$ cat src/rtl/alarm_pkg.sv
// Shared definitions for the alarm trigger block.
//   - FSM state encoding (2-bit, legacy-compatible localparams)
//   - Default ring / snooze / snooze-limit constants
//   - 48-bit alarm field layout {year, month, day, hour, minute, second}
package alarm_pkg;

  localparam int unsigned DefRingSec   = 60;
  localparam int unsigned DefSnoozeSec = 300;
  localparam int unsigned DefMaxSnooze = 3;

  localparam logic [1:0] StIdle    = 2'd0;
  localparam logic [1:0] StArmed   = 2'd1;
  localparam logic [1:0] StRinging = 2'd2;
  localparam logic [1:0] StSnooze  = 2'd3;

  // Field order matches the packed bin_alarm word: year in [47:40], second in [7:0].
  typedef struct packed {
    logic [7:0] year;
    logic [7:0] month;
    logic [7:0] day;
    logic [7:0] hour;
    logic [7:0] minute;
    logic [7:0] second;
  } alarm_time_t;

endpackage

$ cat src/rtl/alarm_trigger_if.sv
// Bus bundle between the alarm trigger and its environment.
//   Inputs to the trigger: year..second (current time), bin_alarm (target),
//   arm (enable level), key_stop / key_snooze (1-cycle pulses).
//   Outputs from the trigger: buzzer, ringing, armed, snooze_cnt.
// modport master: environment side. modport slave: alarm_trigger side.
interface alarm_trigger_if;
  logic [7:0]  year;
  logic [7:0]  month;
  logic [7:0]  day;
  logic [7:0]  hour;
  logic [7:0]  minute;
  logic [7:0]  second;
  logic [47:0] bin_alarm;
  logic        arm;
  logic        key_stop;
  logic        key_snooze;
  logic        buzzer;
  logic        ringing;
  logic        armed;
  logic [1:0]  snooze_cnt;

  modport master (
    output year, month, day, hour, minute, second, bin_alarm, arm, key_stop, key_snooze,
    input  buzzer, ringing, armed, snooze_cnt
  );

  modport slave (
    input  year, month, day, hour, minute, second, bin_alarm, arm, key_stop, key_snooze,
    output buzzer, ringing, armed, snooze_cnt
  );
endinterface

$ cat src/rtl/tick_edge.sv
// Rising-edge detector for the 1 Hz clk1sec square wave, sampled in clk.
//   clk     : system clock
//   rst     : synchronous active-high reset
//   clk1sec : 1 Hz square wave, assumed synchronous to clk
//   tick    : high for exactly one clk cycle per clk1sec rising edge
module tick_edge (
  input  logic clk,
  input  logic rst,
  input  logic clk1sec,
  output logic tick
);

  logic prev_q;

  // Reset to 1 so a clk1sec already high at reset release is not seen as an edge.
  always_ff @(posedge clk) begin
    if (rst) begin
      prev_q <= 1'b1;
    end else begin
      prev_q <= clk1sec;
    end
  end

  assign tick = clk1sec & ~prev_q;

endmodule

$ cat src/rtl/alarm_trigger.sv
// Alarm trigger: arms on a non-zero alarm target, rings on the rising edge of
// time==alarm, supports a limited number of snoozes and auto-stops after
// RING_SEC seconds.
//   clk, rst : system clock, synchronous active-high reset
//   clk1sec  : 1 Hz square wave providing the seconds tick
//   bus      : alarm_trigger_if.slave (time, target, arm, keys in; buzzer,
//              ringing, armed, snooze_cnt out, all registered)
module alarm_trigger
  import alarm_pkg::*;
#(
  parameter int unsigned RING_SEC   = DefRingSec,
  parameter int unsigned SNOOZE_SEC = DefSnoozeSec,
  parameter int unsigned MAX_SNOOZE = DefMaxSnooze  // must fit the 2-bit snooze_cnt
) (
  input  logic            clk,
  input  logic            rst,
  input  logic            clk1sec,
  alarm_trigger_if.slave  bus
);

  localparam int unsigned RW = (RING_SEC > 1) ? $clog2(RING_SEC + 1) : 1;
  localparam int unsigned WW = (SNOOZE_SEC > 1) ? $clog2(SNOOZE_SEC + 1) : 1;

  localparam logic [RW-1:0] RingMax  = RW'(RING_SEC);
  localparam logic [WW-1:0] WaitInit = WW'(SNOOZE_SEC);
  localparam logic [1:0]    SnzMax   = 2'(MAX_SNOOZE);

  logic          tick;
  alarm_time_t   now;
  logic          match;
  logic          match_q;

  logic [1:0]    state_q, state_d;
  logic [RW-1:0] ring_q, ring_d, ring_inc;
  logic [WW-1:0] wait_q, wait_d;
  logic [1:0]    snz_q, snz_d;
  logic          buzzer_q, ringing_q, armed_q;

  tick_edge u_tick_edge (
    .clk     (clk),
    .rst     (rst),
    .clk1sec (clk1sec),
    .tick    (tick)
  );

  assign now = '{year:   bus.year,
                 month:  bus.month,
                 day:    bus.day,
                 hour:   bus.hour,
                 minute: bus.minute,
                 second: bus.second};

  assign match    = (now == bus.bin_alarm) && (bus.bin_alarm != '0);
  assign ring_inc = ring_q + 1'b1;

  always_comb begin
    state_d = state_q;
    ring_d  = ring_q;
    wait_d  = wait_q;
    snz_d   = snz_q;
    if (!bus.arm) begin
      state_d = StIdle;
      ring_d  = '0;
      wait_d  = '0;
      snz_d   = '0;
    end else begin
      case (state_q)
        StIdle: begin
          if (bus.bin_alarm != '0) state_d = StArmed;
        end
        StArmed: begin
          // Edge-triggered: a match already high on entry never fires.
          if (match && !match_q) begin
            state_d = StRinging;
            ring_d  = '0;
            snz_d   = '0;
          end
        end
        StRinging: begin
          if (bus.key_stop) begin
            state_d = StArmed;
            ring_d  = '0;
            snz_d   = '0;
          end else if (bus.key_snooze && (snz_q < SnzMax)) begin
            state_d = StSnooze;
            snz_d   = snz_q + 1'b1;
            wait_d  = WaitInit;
          end else if (tick) begin
            if (ring_inc >= RingMax) begin
              state_d = StArmed;
              ring_d  = '0;
              snz_d   = '0;
            end else begin
              ring_d = ring_inc;
            end
          end
        end
        StSnooze: begin
          if (bus.key_stop) begin
            state_d = StArmed;
            wait_d  = '0;
            snz_d   = '0;
          end else if (tick) begin
            if (wait_q <= WW'(1)) begin
              state_d = StRinging;
              ring_d  = '0;
              wait_d  = '0;
            end else begin
              wait_d = wait_q - 1'b1;
            end
          end
        end
        default: state_d = StIdle;
      endcase
    end
  end

  always_ff @(posedge clk) begin
    if (rst) begin
      state_q   <= StIdle;
      ring_q    <= '0;
      wait_q    <= '0;
      snz_q     <= '0;
      match_q   <= 1'b1;  // blocks a trigger from a match already present at reset release
      buzzer_q  <= 1'b0;
      ringing_q <= 1'b0;
      armed_q   <= 1'b0;
    end else begin
      state_q   <= state_d;
      ring_q    <= ring_d;
      wait_q    <= wait_d;
      snz_q     <= snz_d;
      match_q   <= match;
      // Outputs decoded from next state so they line up with the state register.
      buzzer_q  <= (state_d == StRinging) && !ring_d[0];
      ringing_q <= (state_d == StRinging);
      armed_q   <= (state_d != StIdle);
    end
  end

  assign bus.buzzer     = buzzer_q;
  assign bus.ringing    = ringing_q;
  assign bus.armed      = armed_q;
  assign bus.snooze_cnt = snz_q;

endmodule

$ cat src/flat_wrapper.sv
// flat-port wrapper written by rule: the top's interface ports become plain ports
module alarm_trigger_flat import alarm_pkg::*;
#(
  parameter int unsigned RING_SEC   = DefRingSec,
  parameter int unsigned SNOOZE_SEC = DefSnoozeSec,
  parameter int unsigned MAX_SNOOZE = DefMaxSnooze                                  
)
  (clk, rst, clk1sec, bus_year, bus_month, bus_day, bus_hour, bus_minute, bus_second, bus_bin_alarm, bus_arm, bus_key_stop, bus_key_snooze, bus_buzzer, bus_ringing, bus_armed, bus_snooze_cnt);
  alarm_trigger_if bus_i ();
  input  logic clk;
  input  logic rst;
  input  logic clk1sec;
  input wire logic [$bits(bus_i.year)-1:0] bus_year;
  input wire logic [$bits(bus_i.month)-1:0] bus_month;
  input wire logic [$bits(bus_i.day)-1:0] bus_day;
  input wire logic [$bits(bus_i.hour)-1:0] bus_hour;
  input wire logic [$bits(bus_i.minute)-1:0] bus_minute;
  input wire logic [$bits(bus_i.second)-1:0] bus_second;
  input wire logic [$bits(bus_i.bin_alarm)-1:0] bus_bin_alarm;
  input wire logic [$bits(bus_i.arm)-1:0] bus_arm;
  input wire logic [$bits(bus_i.key_stop)-1:0] bus_key_stop;
  input wire logic [$bits(bus_i.key_snooze)-1:0] bus_key_snooze;
  output wire logic [$bits(bus_i.buzzer)-1:0] bus_buzzer;
  output wire logic [$bits(bus_i.ringing)-1:0] bus_ringing;
  output wire logic [$bits(bus_i.armed)-1:0] bus_armed;
  output wire logic [$bits(bus_i.snooze_cnt)-1:0] bus_snooze_cnt;
  assign bus_i.year = bus_year;
  assign bus_i.month = bus_month;
  assign bus_i.day = bus_day;
  assign bus_i.hour = bus_hour;
  assign bus_i.minute = bus_minute;
  assign bus_i.second = bus_second;
  assign bus_i.bin_alarm = bus_bin_alarm;
  assign bus_i.arm = bus_arm;
  assign bus_i.key_stop = bus_key_stop;
  assign bus_i.key_snooze = bus_key_snooze;
  assign bus_buzzer = bus_i.buzzer;
  assign bus_ringing = bus_i.ringing;
  assign bus_armed = bus_i.armed;
  assign bus_snooze_cnt = bus_i.snooze_cnt;
  alarm_trigger #(.RING_SEC(RING_SEC), .SNOOZE_SEC(SNOOZE_SEC), .MAX_SNOOZE(MAX_SNOOZE)) u_core (.clk(clk), .rst(rst), .clk1sec(clk1sec), .bus(bus_i));
endmodule
$ cat config.mk
export PLATFORM = sky130hd
export DESIGN_NAME = alarm_trigger_flat
export DESIGN_NICKNAME = d
export VERILOG_FILES = /design/src/rtl/alarm_pkg.sv /design/src/rtl/alarm_trigger_if.sv /design/src/rtl/tick_edge.sv /design/src/rtl/alarm_trigger.sv /design/src/flat_wrapper.sv
export SDC_FILE = /design/constraint.sdc
export NUM_CORES = 1
export LEC_CHECK = 0
export ABC_AREA = 1
export ABC_CLOCK_PERIOD_IN_PS = 1600
export CORE_ASPECT_RATIO = 1.75
export CORE_MARGIN = 2
export CORE_UTILIZATION = 30
export CTS_CLUSTER_SIZE = 40
export DETAILED_ROUTE_END_ITERATION = 8
export MAX_ROUTING_LAYER = met4
export PLACE_DENSITY = 0.71
export SLEW_MARGIN = 20
export SYNTH_ARGS = -nofsm -noshare
export SYNTH_HDL_FRONTEND = slang
export SYNTH_SLANG_ARGS = --single-unit
$ cat constraint.sdc
create_clock -name clk -period 1.6 [get_ports clk]
set_input_delay 0.16 -clock clk [delete_from_list [all_inputs] [get_ports clk]]
set_output_delay 0.16 -clock clk [all_outputs]
set_load 0.05 [all_outputs]
**After elaboration in Yosys (flattened, before gate mapping)**

Index checks and enable logic that the tools add are counted.

- Register bits after elaboration: 24
- Bits in latches: 0
- Memory bits (writable): 0
- Bits in read-only memories: 0
- Output and inout port bits: 5
- Memories kept: 0

- $add $sub $neg: 3
- Multipliers: 0
- Divide/modulo/power cells: 0
- Magnitude comparators: 3
- Equality and inequality tests: 17
- Shift operators: 0
- Mux-type cells: 34
- Bitwise operators: 3
- Reductions and logical operators: 15

Operators by type and width:

| operator | number |
|---|---|
| $eq 48x48->1 | 1 |
| $mux 6 | 8 |
| $reduce_bool 48->1 | 1 |
| $mux 9 | 5 |
| $mux 2 | 16 |
| $pmux 6 s3 | 1 |
| $pmux 9 s2 | 1 |
| $le 9x1->1 const B | 1 |
| $sub 9x1->9 const B | 1 |
| $ne 2x1->1 const B | 4 |
| $ne 4x2->1 const B | 2 |
| $pmux 2 s4 | 1 |
| $reduce_and 7->1 | 1 |
| $add 6x1->6 const B | 1 |
| $eq 2x2->1 const B | 3 |
| $ge 6x6->1 const B | 1 |
| $ne 2x2->1 const B | 3 |
| $ne 3x2->1 const B | 2 |
| $pmux 2 s3 | 1 |
| $reduce_and 5->1 | 1 |
| $logic_and 1x1->1 | 4 |
| $reduce_and 4->1 | 1 |
| $reduce_bool 2->1 | 2 |
| $ne 3x3->1 const B | 1 |
| 10 further kinds | 12 |

**Logic depth before layout (Yosys ltp)**

- Word-level depth: 10
- Depth in mapped cells: 14

**Hierarchy**

Synthesis repeated with hierarchy kept, for this count alone.

- Cell total of the unflattened synthesis: 529
- Area total of the unflattened synthesis: 2662.6 um^2

Modules (own cells, without submodules):

| module | times used | cells an instance | area each (um^2) | sequential area each (um^2) |
|---|---|---|---|---|
| alarm_trigger | 1 | 524 | 2625.0 | 460.4 |
| tick_edge | 1 | 5 | 37.5 | 20.0 |

**Worst setup path after synthesis**

No wires, ideal clock.

- Kind: reg-to-reg
- From: reg u_core.snz_q[0], in the netlist u_core.bus.snooze_cnt[0]
- To: reg u_core.wait_q[6]
- Arrival: 1.891 ns
- Data required time: 1.480 ns
- Path slack: -0.411 ns
- Cell stages (with the launch flop): 11
- Buffers on the path: 0
- Path through: dfxtp_1 > ha_1 > nor2_1 > inv_2 > nor2_8 > inv_2 > a31oi_4 > nand3_2 > nor3_2 > xnor2_1 > nor2_2

- Word-level cells in the longest chain between the ends: 4

RTL lines:

| element | RTL line | text |
|---|---|---|
| start, declared | alarm_trigger.sv:36 | `logic [1:0] snz_q, snz_d;` |
| start signal, assigned | alarm_trigger.sv:132 | `snz_q <= snz_d;` |
| $lt 2x2->1 | alarm_trigger.sv:84 | `end else if (bus.key_snooze && (snz_q < SnzMax)) begin` |
| $logic_and 1x1->1 | alarm_trigger.sv:84 |  |
| $ne 2x1->1 (no source line) | - |  |
| $reduce_and 4->1 (no source line) | - |  |
| end signal, assigned | alarm_trigger.sv:131 | `wait_q <= wait_d;` |
| end, declared | alarm_trigger.sv:35 | `logic [WW-1:0] wait_q, wait_d;` |

No other way between the ends.
A chain may end at the register's enable or synchronous reset.

**Worst setup path after layout**

- From: reg u_core.wait_q[1]
- To: reg u_core.ring_q[1]

- Word-level cells in the longest chain between the ends: 3

RTL lines:

| element | RTL line | text |
|---|---|---|
| $le 9x1->1 | alarm_trigger.sv:104 | `if (wait_q <= WW'(1)) begin` |
| $ne 2x1->1 (no source line) | - |  |
| $reduce_and 7->1 (no source line) | - |  |
| end signal, assigned | alarm_trigger.sv:130 | `ring_q <= ring_d;` |
| end, declared | alarm_trigger.sv:34 | `logic [RW-1:0] ring_q, ring_d, ring_inc;` |

No other way between the ends.

==> out/metrics.yaml <==
post-route-period-util_pct: 106.8
num_rows: 43
maxClockFrequency_ghz: 0.5852
dr_total_vias: 3242
status: "complete, but fails checks"
grt_util_met2_pct: 35.61
hold_violations: 0
placement.io_buffers: 106
tightestPinTransition_ps: 426.5
drtIter0Drc: 61
drive_above_1_share_pct: 25.80
drtAntennaViolNets: 0
slew_headroom_pct: 71.35
synthDistinctLibCells: 30
yosysWarningCount: 0
n_fill_cell: 748
synth_seq_cells: 24
gr-total-overflow: 0
clockBufferDepth: 2
synthArstFlopShare_pct: 0
synth_top_family_by_area: "simple AND/OR/NAND/NOR gates"
dominantRegCellSynth: "dfxtp_1"
cts_made_buffers: 3
cts.sinks: 24
layout.cells.most_common_list: "140 x nand2_1, 77 x nor2_1, 77 x dlymetal6s2s_1"
grt_first_pass_wirelength_mm: 12.72
routed_via_density: 4.541
worstSetupStartpointType: "register"
cts_max_level: 1
detail_route.first_pass.iterations: 4
gr-usage-met3_pct: 2.346
critPathArrivalTime_ps: 1860
holdCritPathClass: "in2reg"
wirelength_mm: 8.398
criticalPathCategory: "reg2reg"
grt_busiest_layer: "met2"
multi_input_area_um2: 1847
average_size_of_a_mapped_cell_um2: 5.377
final_common_cell: "nand2_1"
initial_core_utilization_pct: 30.86
synth-simple-area-share_pct: 48.63
synth-xor-area-share_pct: 7.485
die_y_um: 123.7
areaGrowthSynthToFinish_pct: 86.91
clk_pin_slew_worst_paths_ps: 60
n_antenna_cell: 0
detail_route.drc_violations: 0
number_of_enable_type_register_cells_in_the_synthesized_netlist: 0
dp.final_hpwl_mm: 6.645
num_io_pins: 107
synth_sequential_area_ratio_pct: 19.55
first_global_vias: 3191
post_synth_adder_cell_area_pct: 2.037
end_kind: "register"
die_w_um: 72.42
worst_slack_ps: -109.0
clkLatencyLatePin_ps: 260
finalNetCount: 731
cp.required_ps: 1760
synth.cell_area_um2: 2457
failing_checks: "setup timing"
timing.final.setup_violations: 16
drt-wirelength-per-cell_um: 11.76
cts_tree: "yes"
critPathMaxFanout: 5
synth_compound_area_share_pct: 8.350
clock-root-buffer: "clkbuf_16"
placeableCoreArea_um2: 7963
layout.core_utilization_pct: 57.68
global_route.usage.total_pct: 17.98
grt_max_degree: 15
synthCells: 457
timing.clock.skew_ps: 3.074
gp_congestion: 0.9606
antenna_found_initial: 0
max-vdd-ir-drop_mv: 0.3675
synth_fp_nets: 563
drv.max_cap_violation_count: 0
power.static_leakage_uw: 0.002895
dieArea_um2: 8960
timing.final.max_slew_violations: 0
synth_mux_area_share_pct: 0
power_density_nw_per_um2: 385.2
min_period_ps: 1709
unrepaired_setup_endpoints_after_global_routing: "yes"
layout.area.seq_um2: 500.5
dp_slack_ps: -556.4
hold_slack_ps: 477.6
global_route.usage.met1_pct: 17.29
-- worst paths after layout --
path / from / endpoint / slack (ps) / depth (start not counted)
setup reg to reg: u_core.wait_q[1] / u_core.ring_q[1] / -110 / 12
setup / recovery: u_core.wait_q[1] / u_core.ring_q[1] / -110 / 12
hold / removal: bus_year[0] / u_core.match_q / 480 / 10
hold reg to reg: u_core.ring_q[4] / u_core.ring_q[4] / 510 / 2
-- per-layer routing --
layer | part of all wire [%] | up-vias
li1 | - | 1703
met1 | 36 | 1418
met2 | 55 | 109
met3 | 7.1 | 12
met4 | 1.8 | 0
met5 | 0 | -
-- cells in the mapped netlist (2+ instances only) --
| cell type | number | area, µm² |
|---|---|---|
| nand2_1 | 145 | 544.3 |
| nor2_1 | 97 | 364.1 |
| inv_1 | 75 | 281.5 |
| dfxtp_1 | 24 | 480.5 |
| xor2_1 | 20 | 175.2 |
| a21oi_1 | 19 | 95.09 |
| nand3_1 | 16 | 80.08 |
| inv_2 | 14 | 52.55 |
| nand4_1 | 7 | 43.79 |
| nor3_1 | 7 | 35.03 |
| o21ai_0 | 6 | 30.03 |
| ha_1 | 4 | 50.05 |
| nand2_2 | 2 | 12.51 |
| nor2_2 | 2 | 12.51 |
| nor2_4 | 2 | 22.52 |
| o21ai_2 | 2 | 17.52 |
| or2_2 | 2 | 12.51 |
-- flip-flops by register name (all words and copies together), names as in the netlist --
register	cells
u_core.u_tick_edge.prev_q	1
u_core.state_q	2
u_core.match_q	1
u_core.wait_q	9
u_core.ring_q	6
u_core.bus.snooze_cnt	2
u_core.bus.ringing	1
u_core.bus.armed	1
u_core.bus.buzzer	1
-- through the flow --
step | power (µW) | cell area, µm² | std cells | TNS, ps
floorplan | 805.9 | 2506 | 457 | -312.6
CTS | 1815 | 4229 | 710 | -1247
global route | 1866 | 4593 | 714 | -2297
finish | 1769 | 4593 | 714 | -720.1
global placement | 1149 | 4054 | 702 | -6931
detailed placement | 1158 | 4054 | 702 | -7619
-- final cells by class --
type	count	area share, %
timing repair buffer	165	36.88
clock buffer	4	2.179
sequential	24	10.90
multi-input combinational	342	40.21
tap	90	2.452
inverter	89	7.382
-- critical path, stage by stage, from the launching register on --
cell and delay [ps]:
dfxtp_2 330, inv_2 80, ha_4 130, inv_2 40, a211oi_4 230, nand2_2 80, o21ai_2 150, inv_2 80
nor3_4 160, buf_6 160, nand3_2 70, nand2_1 60, nor2_1 30
-- logic make-up after synthesis --
kind of cell / count (synthesis)
simple gates: 285
buf+inv: 91
compound gates: 32
flops: 24
xor+xnor: 21
fa+ha+maj: 4
-- power breakdown --
group	leakage, µW	switching [µW]	internal [µW]
Combinational	0.00265	225	281
Sequential	0.000200	3.49	598
Clock	0.0000493	227	435
-- timing repair --
action,4_1_cts,5_1_grt
resized for setup,45,131
setup buffers,3,3
endpoints found under the hold margin,0,0
endpoints found under the setup margin,18,21
gates cloned,1,1
hold buffers,0,0
pin swaps,18,67
Note: power is estimated with default switching activity, not from simulation.
